==> src/rtl/lut_ram_bist.sv <==
`timescale 1ns/1ps
// March C- style self-test engine for a lut_ram instance.
// Sequence: write P up, (read P / write ~P) up, (read ~P / write P) down, read P up.
// The first mismatch aborts the run and latches its address, read data and expected data.
module lut_ram_bist #(
    parameter int          LUT_WIDTH = 32,
    parameter int          LUT_DEPTH = 1000,
    parameter logic [31:0] DATA_BG   = 32'h5555_5555,
    parameter int          ADDR_W    = (LUT_DEPTH > 1) ? $clog2(LUT_DEPTH) : 1
) (
    input  logic                 clk,
    input  logic                 rst,
    input  logic                 start,
    output logic                 busy,
    output logic                 done,
    output logic                 pass,
    output logic [ADDR_W-1:0]    fail_addr,
    output logic [LUT_WIDTH-1:0] fail_data,
    output logic [LUT_WIDTH-1:0] fail_exp,
    output logic                 mem_wr_en,
    output logic [ADDR_W-1:0]    mem_wr_addr,
    output logic [LUT_WIDTH-1:0] mem_wr_data,
    output logic [ADDR_W-1:0]    mem_rd_addr,
    input  logic [LUT_WIDTH-1:0] mem_rd_data
);

    localparam logic [LUT_WIDTH-1:0] PAT  = LUT_WIDTH'(DATA_BG);
    localparam logic [ADDR_W-1:0]    LAST = ADDR_W'(LUT_DEPTH - 1);

    typedef enum logic [2:0] {IDLE, M0_WR, M1_RW, M2_RW, M3_RD, DONE} state_t;

    state_t               state;
    logic [ADDR_W-1:0]    addr;
    logic [LUT_WIDTH-1:0] exp_data;
    logic                 cmp_en;
    logic                 mismatch;
    logic                 at_last;

    // Read and write share one address; the RAM read is combinational.
    assign mem_wr_addr = addr;
    assign mem_rd_addr = addr;

    // Expected read value per element, and end-of-element detection by compare (never wrap).
    always_comb begin
        exp_data = PAT;
        cmp_en   = 1'b0;
        case (state)
            M1_RW:   cmp_en = 1'b1;
            M2_RW:   begin cmp_en = 1'b1; exp_data = ~PAT; end
            M3_RD:   cmp_en = 1'b1;
            default: ;
        endcase
        mismatch = cmp_en && (mem_rd_data != exp_data);
        at_last  = (state == M2_RW) ? (addr == '0) : (addr == LAST);
    end

    // Sequencer: state, address counter and all registered outputs.
    always_ff @(posedge clk) begin
        if (rst) begin
            state       <= IDLE;
            addr        <= '0;
            busy        <= 1'b0;
            done        <= 1'b0;
            pass        <= 1'b0;
            fail_addr   <= '0;
            fail_data   <= '0;
            fail_exp    <= '0;
            mem_wr_en   <= 1'b0;
            mem_wr_data <= '0;
        end else begin
            case (state)
                IDLE, DONE: begin
                    if (start) begin
                        state       <= M0_WR;
                        addr        <= '0;
                        busy        <= 1'b1;
                        done        <= 1'b0;
                        pass        <= 1'b0;
                        fail_addr   <= '0;
                        fail_data   <= '0;
                        fail_exp    <= '0;
                        mem_wr_en   <= 1'b1;
                        mem_wr_data <= PAT;
                    end
                end
                default: begin
                    if (mismatch) begin
                        // This cycle's write still lands at this edge; the run is aborted.
                        state       <= DONE;
                        addr        <= '0;
                        busy        <= 1'b0;
                        done        <= 1'b1;
                        pass        <= 1'b0;
                        fail_addr   <= addr;
                        fail_data   <= mem_rd_data;
                        fail_exp    <= exp_data;
                        mem_wr_en   <= 1'b0;
                        mem_wr_data <= '0;
                    end else if (at_last) begin
                        case (state)
                            M0_WR: begin
                                state       <= M1_RW;
                                addr        <= '0;
                                mem_wr_data <= ~PAT;
                            end
                            M1_RW: begin
                                state       <= M2_RW;
                                addr        <= LAST;
                                mem_wr_data <= PAT;
                            end
                            M2_RW: begin
                                state     <= M3_RD;
                                addr      <= '0;
                                mem_wr_en <= 1'b0;
                            end
                            default: begin
                                state       <= DONE;
                                addr        <= '0;
                                busy        <= 1'b0;
                                done        <= 1'b1;
                                pass        <= 1'b1;
                                mem_wr_en   <= 1'b0;
                                mem_wr_data <= '0;
                            end
                        endcase
                    end else if (state == M2_RW) begin
                        addr <= addr - ADDR_W'(1);
                    end else begin
                        addr <= addr + ADDR_W'(1);
                    end
                end
            endcase
        end
    end

endmodule
==> config.mk <==
export PLATFORM = sky130hd
export DESIGN_NAME = lut_ram_bist
export DESIGN_NICKNAME = d
export VERILOG_FILES = /design/src/rtl/lut_ram_bist.sv
export SDC_FILE = /design/constraint.sdc
export NUM_CORES = 1
export LEC_CHECK = 0
export BUFFER_PORTS_ARGS = -buffer_cell sky130_fd_sc_hd__buf_2
export CAP_MARGIN = 5
export CORE_ASPECT_RATIO = 0.5
export CORE_MARGIN = 2
export CORE_UTILIZATION = 45
export CTS_CLUSTER_SIZE = 10
export DETAILED_ROUTE_END_ITERATION = 12
export PLACE_DENSITY = 0.77
export SETUP_SLACK_MARGIN = 0.2
export SYNTH_ARGS = -nofsm -noshare
export SYNTH_HDL_FRONTEND = slang
export SYNTH_SLANG_ARGS = --single-unit
==> constraint.sdc <==
create_clock -name clk -period 2.6 [get_ports clk]
set_input_delay 0.52 -clock clk [delete_from_list [all_inputs] [get_ports clk]]
set_output_delay 0.52 -clock clk [all_outputs]
set_load 0.02 [all_outputs]
Yosys cells after proc, flatten, opt, wreduce, memory -nomap -nowiden
Cells that the tools add are included.

Register bits: 123. Input port bits: 35. Logic and storage cells: 79.

$add $sub $neg: 2. Eq/ne operators: 11. Muxes and demuxes: 42. Reduce and logical (&&, ||, !) cells: 14.

Operator list (number): 32-bit 2-to-1 mux (10); 32-bit one-hot mux with 3 select lines (1); 10-bit 2-to-1 mux (8); 32-bit != test (1); 1-bit 2-to-1 mux (18); 3-bit 2-to-1 mux (4); 10-bit by 1-bit adder with 10-bit output (second input constant) (1); 10-bit == test (second input constant) (1); 10-bit logical NOT (1); 10-bit by 1-bit subtractor with 10-bit output (second input constant) (1); 3-bit one-hot mux with 3 select lines (1); 3-bit AND reduction (3); 3-bit by 2-bit == test with 1-bit output (second input constant) (2); 3-bit == test (second input constant) (2); 3-bit by 1-bit != test with 1-bit output (second input constant) (2); 3-bit OR reduction (2); 2-bit AND reduction (2); 2-bit OR reduction (2); 3-bit by 1-bit == test with 1-bit output (second input constant) (1); 3-bit logical NOT (1); 3-bit by 2-bit != test with 1-bit output (second input constant) (1); 3-bit nonzero test (1); 2-bit != test (second input constant) (1); 2-bit nonzero test (1); 1-bit logical AND (1).

Logic depth before layout (Yosys ltp)
Gate-level depths: netlist (run 1).

Depth in word-level cells: 6. Mapped depth: 10.

Least setup slack after synthesis (run 1)
Ideal clock, no wire load.

Path kind: in2reg. Start: input port mem_rd_data[26]. End: register addr[5], in the netlist mem_rd_addr[5]. Setup time: 74 ps. Arrival time: 2202 ps. Data required time: 2526 ps. Slack: 324 ps. Stages on the path: 6. Buffers on the path: 0. Cell sequence: and4bb_1 nand4_1 or4_4 o211a_2 or4_1 a31oi_1.

Longest elaborated chain between the ends: 4.

RTL lines: from (decl) (line 24) `input logic [LUT_WIDTH-1:0] mem_rd_data`; 32-bit != test (line 53) `mismatch = cmp_en && (mem_rd_data != exp_data);`; 1-bit logical AND (line 53); 10-bit 2-to-1 mux (line 87) `if (mismatch) begin`; 10-bit 2-to-1 mux (line 71) `case (state)`; to (signal assigned) (line 127) `addr <= addr - ADDR_W'(1);`; to (signal assigned) (line 129) `addr <= addr + ADDR_W'(1);`; to (decl) (line 33) `logic [ADDR_W-1:0] addr;`.

No other way between the ends. A chain may end at the register's enable or synchronous reset.

Worst setup path after layout (run 1)
Start: register state[2]. End: register addr[5], in the netlist mem_rd_addr[5].

Longest elaborated chain between the ends: 6. Elaborated cells between the ends (all ways): 18.

RTL lines: from (decl) (line 32) `state_t state;`; from (signal assigned) (line 60) `state <= IDLE;`; from (signal assigned) (line 74) `state <= M0_WR;`; from (signal assigned) (line 89) `state <= DONE;`; 3-bit by 2-bit == test with 1-bit output, or another cell as far along (line 47, 54, 126); 32-bit 2-to-1 mux or 3-bit OR reduction (tied branches); 32-bit != test or 1-bit 2-to-1 mux (tied branches) (line 53, 47); 1-bit logical AND (line 53); 10-bit 2-to-1 mux (line 87); 10-bit 2-to-1 mux (line 71).

Parallel ways exist; a longest one is shown, timed or not.

==> flow_metrics.py, run 1 <==
metrics = {
    "status": {
        "status": "finished, final reports clean",
    },
    "cells_and_area": {
        "drive_gt1_frac": 0.3808,
        "seq_area_um2": 1262,
        "layout_common_cells": "buf_2, a21oi_1, nand2_1, dfxtp_1, nand3_1",
        "fin_nets": 616,
        "fin_cells": 695,
        "utilization": 0.5721,
        "syn2layout_area_growth_pct": 24.09,
        "num_antenna_cells": 0,
        "fill_cells": 728,
        "multi_input_area_um2": 1750,
        "layout_commonest_cell": "buf_2",
    },
    "yosys": {
        "synthAdderAreaFrac": 0.01025,
        "synth_top_family_by_area": "simple AND/OR/NAND/NOR gates",
        "post_synth_mux_area_share": 0.002733,
        "yosysUniqueCellTypes": 51,
        "synth_seq_cells": 63,
        "synth-compound-area-share": 0.1698,
        "synthXorXnorAreaFrac": 0.01435,
        "synth_edf_count": 0,
        "syn_nets": 514,
        "ys.warnings.count": 0,
        "synthCells": 476,
        "synth-async-reset-ratio": 0,
        "ys.flop_type": "dfxtp_1",
        "synthesis.area_um2": 3662,
        "yosysSeqAreaShare": 0.3444,
        "synth.avg_cell_area_um2": 7.694,
        "synth-simple-area-share": 0.2726,
    },
    "timing": {
        "tns_ns": 0,
        "final_max_slew_viol_count": 0,
        "hold_viol": 0,
        "worst_slack_ns": 0.2622,
        "rsz0062_at_grt": "yes",
        "max_freq_ghz": 0.4278,
        "worst_pin_slew_ns": 0.6841,
        "finalSetupViolations": 0,
        "min_period_ns": 2.338,
        "relSlewSlack": 0.5440,
        "period_share": 0.8991,
        "skew_ns": 0.006270,
    },
    "route": {
        "drtIter0Drc": 274,
        "wl_per_cell_um": 14.32,
        "drtPass1Iterations": 5,
        "drtAntennaViolNets": 0,
        "wl_um": 9954,
        "num_vias": 3743,
        "drc": 0,
        "vias_per_cell": 5.386,
    },
    "floorplan": {
        "initial_utilization": 0.4611,
        "top_level_ports": 165,
        "row_count": 23,
        "dieArea_um2": 8920,
        "die_h_um": 67.79,
        "dieWidth_um": 131.6,
        "fp.coreArea_um2": 7943,
    },
    "power_and_ir_drop": {
        "combPwrFrac": 0.122,
        "switching_share": 0.2683,
        "ir_worst_vdd_v": 0.0004517,
        "p_clk_frac": 0.482,
        "share_seq_of_total_power": 0.396,
        "powerDensity_nw_per_um2": 551.9,
        "p_int_uw": 1835,
        "p_switching_uw": 672.9,
        "finalPower_uw": 2508,
        "p_leak_uw": 0.002108,
    },
    "clock_tree": {
        "cts_max_level": 3,
        "clkTransAtPathRegs_ns": 0.06,
        "cts_buffers": 9,
        "cts.sinks": 63,
        "clockBufferDepth": 2,
        "clockRootBuffer": "clkbuf_16",
        "clk_latency_ns": 0.32,
        "cts_tree": "yes",
        "ctsHoldBuffers": 0,
    },
    "critical_path": {
        "crit_start": "state[2]$_SDFFE_PP0P_",
        "regToRegSetupSlack_ns": 0.26,
        "r2r-start": "state[2]$_SDFFE_PP0P_",
        "worst_setup_path_end_kind": "flip-flop",
        "cp_data_required_time_ns": 2.84,
        "crit_path_top_delay_cell": "or4_4",
        "crit_path_start_kind": "flip-flop",
        "rr_endpoint": "mem_rd_addr[5]$_SDFFE_PP0P_",
        "path_cells": "nand3b_1, buf_4, or4_4, o211a_2, or4_1, a31oi_1",
        "arrival_ns": 2.58,
        "crit_type": "flip-flop to flip-flop",
        "cp_max_fo": 7,
        "reg2regPathDepth": 6,
        "cp_slowest_stage_delay_ns": 0.57,
    },
    "grt": {
        "antenna_found_initial": 0,
        "grt_use_total": 0.2097,
        "grt_max_degree": 46,
        "grt_pass1_wl_um": 15000,
        "grt_pass1_vias": 2982,
        "grt_overflow": 0,
    },
    "placed_design": {
        "place_hpwl_um": 7145,
        "dp.cells": 678,
        "gp_congestion": 0.9239,
        "io_buffers": 164,
        "post-place-ws_ns": -0.06879,
    },
    "hold_path": {
        "holdPathEnd": "fail_data[14]$_SDFFE_PP0P_",
        "worstHoldStart": "mem_rd_data[14]",
        "holdCritPathClass": "input port to flip-flop",
        "holdPathStages": 3,
    },
    "run": {
        "maxCapViolCount": 0,
    },
}
per-stage QoR:
step / hold WS (ns) / cell area [um2]
finish: 0.4441 / 4544
global route: 0.4444 / 4544
CTS: 0.4369 / 4518
detailed placement: 0.4488 / 4204
global placement: 0.4420 / 4204
floorplan: 0.5303 / 3662
cell usage after synthesis, types with 2 or more instances:
| master | count | area share |
|---|---|---|
| o22ai_1 | 2 | 0.0034 |
| or3_1 | 8 | 0.014 |
| nor4bb_1 | 12 | 0.033 |
| a211o_1 | 4 | 0.0096 |
| a21oi_1 | 64 | 0.087 |
| nor2b_1 | 4 | 0.0068 |
| nor3_1 | 10 | 0.014 |
| a311oi_1 | 2 | 0.0048 |
| nor2_1 | 14 | 0.014 |
| o21ai_0 | 8 | 0.011 |
| nand2_1 | 63 | 0.065 |
| or4_1 | 2 | 0.0041 |
| nand4_1 | 5 | 0.0085 |
| a221oi_1 | 2 | 0.0048 |
| and4bb_1 | 4 | 0.014 |
| nor4_1 | 5 | 0.0085 |
| xnor2_1 | 2 | 0.0048 |
| nand3_1 | 52 | 0.071 |
| buf_4 | 70 | 0.14 |
| xor2_1 | 4 | 0.0096 |
| o21ai_1 | 2 | 0.0027 |
| buf_2 | 7 | 0.0096 |
| inv_1 | 4 | 0.0041 |
| a31oi_1 | 6 | 0.010 |
| nand2b_1 | 2 | 0.0034 |
| ha_1 | 3 | 0.010 |
| dfxtp_1 | 63 | 0.34 |
| clkbuf_1 | 27 | 0.028 |
| a211oi_1 | 2 | 0.0041 |
| and2_1 | 2 | 0.0034 |
per-layer routing:
| layer | up-vias | routed length [um] | track usage |
|---|---|---|---|
| met4 | 0 | 36 | 0.04620 |
| met2 | 165 | 4596 | 0.3351 |
| met3 | 4 | 647 | 0.04354 |
| li1 | 1827 | - | - |
| met1 | 1747 | 4673 | 0.2943 |
| met5 | - | 0 | 0 |
critical path: cells and delay by family, from the launching register on:
family                 cells  cell delay (ns)
and+or+nand+nor            3             1.37
AOI/OAI and AO/OA          2             0.35
DFF                        1             0.31
buffers and inverters      1             0.24
power by group through the flow:
| stage | Combinational (uW) | Clock [uW] | Sequential [uW] |
|---|---|---|---|
| 3_5_place_dp | 303 | 0 | 1010 |
| 5_1_grt | 325 | 1280 | 996 |
| 2_1_floorplan | 228 | 0 | 1030 |
| 4_1_cts | 304 | 1240 | 993 |
| 6_report | 307 | 1210 | 993 |
| 3_3_place_gp | 300 | 0 | 1010 |
registers in the layout, indices dropped and copies added, names as in the netlist:
register     count
mem_wr_data      2
mem_rd_addr     10
fail_exp         2
pass             1
done             1
fail_data       32
mem_wr_en        1
state            3
fail_addr       10
busy             1
worst max path at each step:
stage | end | cells after the start
global placement | mem_rd_addr[5]$_SDFFE_PP0P_ | 8
floorplan | mem_rd_addr[5]$_SDFFE_PP0P_ | 6
detailed placement | mem_rd_addr[5]$_SDFFE_PP0P_ | 8
CTS | mem_rd_addr[5]$_SDFFE_PP0P_ | 8
global route | mem_rd_addr[8]$_SDFFE_PP0P_ | 9
finish | mem_rd_addr[5]$_SDFFE_PP0P_ | 6
logic make-up after synthesis:
kind of cell,count (synthesis)
flip-flops,63
AO/OA/AOI/OAI,105
XOR/XNOR,6
adder cells (fa/ha/maj),3
multiplexers,1
AND/OR/NAND/NOR,189
buffers and inverters,109
area by class of cell:
class                           instances  share of cell area
Multi-Input combinational cell        304              0.3852
Sequential cell                        63              0.2778
Timing Repair Buffer                  195              0.2346
Clock buffer                            9             0.04956
Tap cell                              112             0.03084
Clock inverter                          7             0.01790
Inverter                                5            0.004130
timing repair:
| item | CTS | global route |
|---|---|---|
| setup endpoints to repair | 2 | 23 |
| gates resized for setup | 0 | 6 |
| endpoints found under the hold margin | 0 | 0 |
| pin swaps | 0 | 2 |
| setup buffers | 1 | 0 |
(Power assumes the default switching activity.)
==> inputs of run 2 (changes only) <==
--- a/config.mk
+++ b/config.mk
@@ -7,12 +7,12 @@
 export LEC_CHECK = 0
 export BUFFER_PORTS_ARGS = -buffer_cell sky130_fd_sc_hd__buf_2
 export CAP_MARGIN = 5
-export CORE_ASPECT_RATIO = 0.5
 export CORE_MARGIN = 2
 export CORE_UTILIZATION = 45
 export CTS_CLUSTER_SIZE = 10
 export DETAILED_ROUTE_END_ITERATION = 12
 export PLACE_DENSITY = 0.77
+export RECOVER_POWER = 100
 export SETUP_SLACK_MARGIN = 0.2
 export SYNTH_ARGS = -nofsm -noshare
 export SYNTH_HDL_FRONTEND = slang
==> flow_metrics.py, run 2 (same netlist as run 1, synthesis figures left out) <==
metrics = {
    "status": {
        "status": "finished, final reports clean",
    },
    "timing": {
        "rsz0062_at_grt": "yes",
        "skew_ns": 0.007777,
        "max_freq_ghz": 0.4239,
        "final_max_slew_viol_count": 0,
        "min_period_ns": 2.359,
        "finalSetupViolations": 0,
        "hold_viol": 0,
        "tns_ns": 0,
        "relSlewSlack": 0.5782,
        "worst_slack_ns": 0.2408,
        "worst_pin_slew_ns": 0.6327,
        "period_share": 0.9074,
    },
    "clock_tree": {
        "cts_tree": "yes",
        "clkTransAtPathRegs_ns": 0.07,
        "clockRootBuffer": "clkbuf_8",
        "ctsHoldBuffers": 0,
        "cts_max_level": 3,
        "clk_latency_ns": 0.34,
        "cts.sinks": 63,
        "cts_buffers": 9,
        "clockBufferDepth": 2,
    },
    "placed_design": {
        "post-place-ws_ns": -0.03376,
        "io_buffers": 164,
        "gp_congestion": 0.9239,
        "place_area_um2": 4131,
        "dp.cells": 660,
        "place_hpwl_um": 7296,
    },
    "critical_path": {
        "arrival_ns": 2.62,
        "regToRegSetupSlack_ns": 0.26,
        "cp_max_fo": 8,
        "crit_path_start_kind": "input port",
        "r2r-start": "state[2]$_SDFFE_PP0P_",
        "crit_type": "input port to flip-flop",
        "worst_setup_path_end_kind": "flip-flop",
        "rr_endpoint": "mem_rd_addr[6]$_SDFFE_PP0P_",
        "reg2regPathDepth": 9,
        "crit_start": "mem_rd_data[14]",
        "cp_data_required_time_ns": 2.86,
    },
    "cells_and_area": {
        "fin_nets": 608,
        "seq_area_um2": 1262,
        "drive_gt1_frac": 0.1409,
        "utilization": 0.5330,
        "syn2layout_area_growth_pct": 13.63,
        "fill_cells": 826,
        "num_antenna_cells": 0,
        "layout_common_cells": "clkbuf_1, a21oi_1, nand2_1, dfxtp_1, nand3_1",
        "fin_cells": 677,
        "layout_commonest_cell": "clkbuf_1",
        "top_register": "fail_data",
        "multi_input_area_um2": 1728,
        "design_area_um2": 4161,
        "largest_reg_flops": 32,
    },
    "power_and_ir_drop": {
        "powerDensity_nw_per_um2": 504.1,
        "ir_worst_vdd_v": 0.0003530,
        "p_clk_frac": 0.390,
        "combPwrFrac": 0.136,
        "p_switching_uw": 587.5,
        "share_seq_of_total_power": 0.474,
        "p_leak_uw": 0.001481,
        "p_int_uw": 1510,
        "switching_share": 0.2800,
    },
    "route": {
        "wl_um": 10100,
        "drtPass1Iterations": 5,
        "num_vias": 3761,
        "wl_per_cell_um": 14.91,
        "drc": 0,
        "drtIter0Drc": 168,
        "vias_per_cell": 5.555,
        "drtAntennaViolNets": 0,
    },
    "floorplan": {
        "row_count": 32,
        "dieArea_um2": 8876,
        "top_level_ports": 165,
        "initial_utilization": 0.4691,
        "fp.coreArea_um2": 7807,
        "dieWidth_um": 94.21,
        "die_h_um": 94.21,
    },
    "hold_path": {
        "holdPathStages": 3,
        "holdCritPathClass": "input port to flip-flop",
        "holdPathEnd": "fail_data[12]$_SDFFE_PP0P_",
        "worstHoldStart": "mem_rd_data[12]",
    },
    "grt": {
        "grt_pass1_vias": 3373,
        "antenna_found_initial": 0,
        "grt_use_total": 0.2246,
        "grt_max_degree": 45,
        "grt_pass1_wl_um": 15740,
        "grt_overflow": 0,
    },
    "run": {
        "maxCapViolCount": 0,
    },
}
==> run 2: cell types whose count changed in the layout (fill, tap and decap cells not counted), moves of 2 or more <==
cell       before  now
buf_2         164   41
clkbuf_1        0  130
clkbuf_8        0   13
inv_6           2    0
clkbuf_16       9    0
clkinv_4        3    0
buf_4          30   16
==> run 2: per-stage QoR <==
stage | hold WS, ns | power (uW)
finish | 0.4361 | 2098
global route | 0.4245 | 2186
CTS | 0.4182 | 2131
detailed placement | 0.4537 | 1315
global placement | 0.4467 | 1308
floorplan | 0.5303 | 1256
==> run 2: power by group through the flow <==
stage          registers [uW]  logic, uW  clock network (uW)
6_report                  994        286                 818
5_1_grt                   996        305                 885
4_1_cts                   992        301                 838
3_5_place_dp             1010        301                   0
3_3_place_gp             1010        295                   0
2_1_floorplan            1030        228                   0
==> run 2: cell type report <==
| type | count | share of cell area |
|---|---|---|
| Multi-Input combinational cell | 304 | 0.4152 |
| Tap cell | 102 | 0.03067 |
| Clock inverter | 2 | 0.003007 |
| Clock buffer | 14 | 0.04390 |
| Inverter | 5 | 0.004510 |
| Sequential cell | 63 | 0.3034 |
| Timing Repair Buffer | 187 | 0.1993 |
==> run 2: routing by layer <==
layer	track usage	vias to the layer above	wire length, um
met4	0.07729	0	159
li1	-	1809	-
met3	0.07624	16	785
met2	0.3738	150	4925
met1	0.2701	1786	4226
met5	0	-	0
==> run 2: worst max path at each step <==
stage                                       end  slack [ns]  cells past startpoint
global route        mem_rd_addr[5]$_SDFFE_PP0P_        0.11                      6
finish              mem_rd_addr[5]$_SDFFE_PP0P_        0.24                      7
floorplan           mem_rd_addr[5]$_SDFFE_PP0P_        0.32                      6
global placement    mem_rd_addr[5]$_SDFFE_PP0P_        0.07                      7
CTS                 mem_rd_addr[5]$_SDFFE_PP0P_        0.22                      6
detailed placement  mem_rd_addr[5]$_SDFFE_PP0P_       -0.03                      7
==> run 2: repair_timing <==
item | 4_1_cts | 5_1_grt
gates resized for setup | 0 | 4
endpoints found under the setup margin | 2 | 12
gates cloned | 0 | 0
setup buffers | 1 | 0
==> run 2: critical path, stage by stage <==
cell	delay, ns
clkbuf_1	0.14
nor4bb_1	0.47
nand4_1	0.19
or3_1	0.42
o211a_2	0.20
or4_1	0.52
a31oi_1	0.16
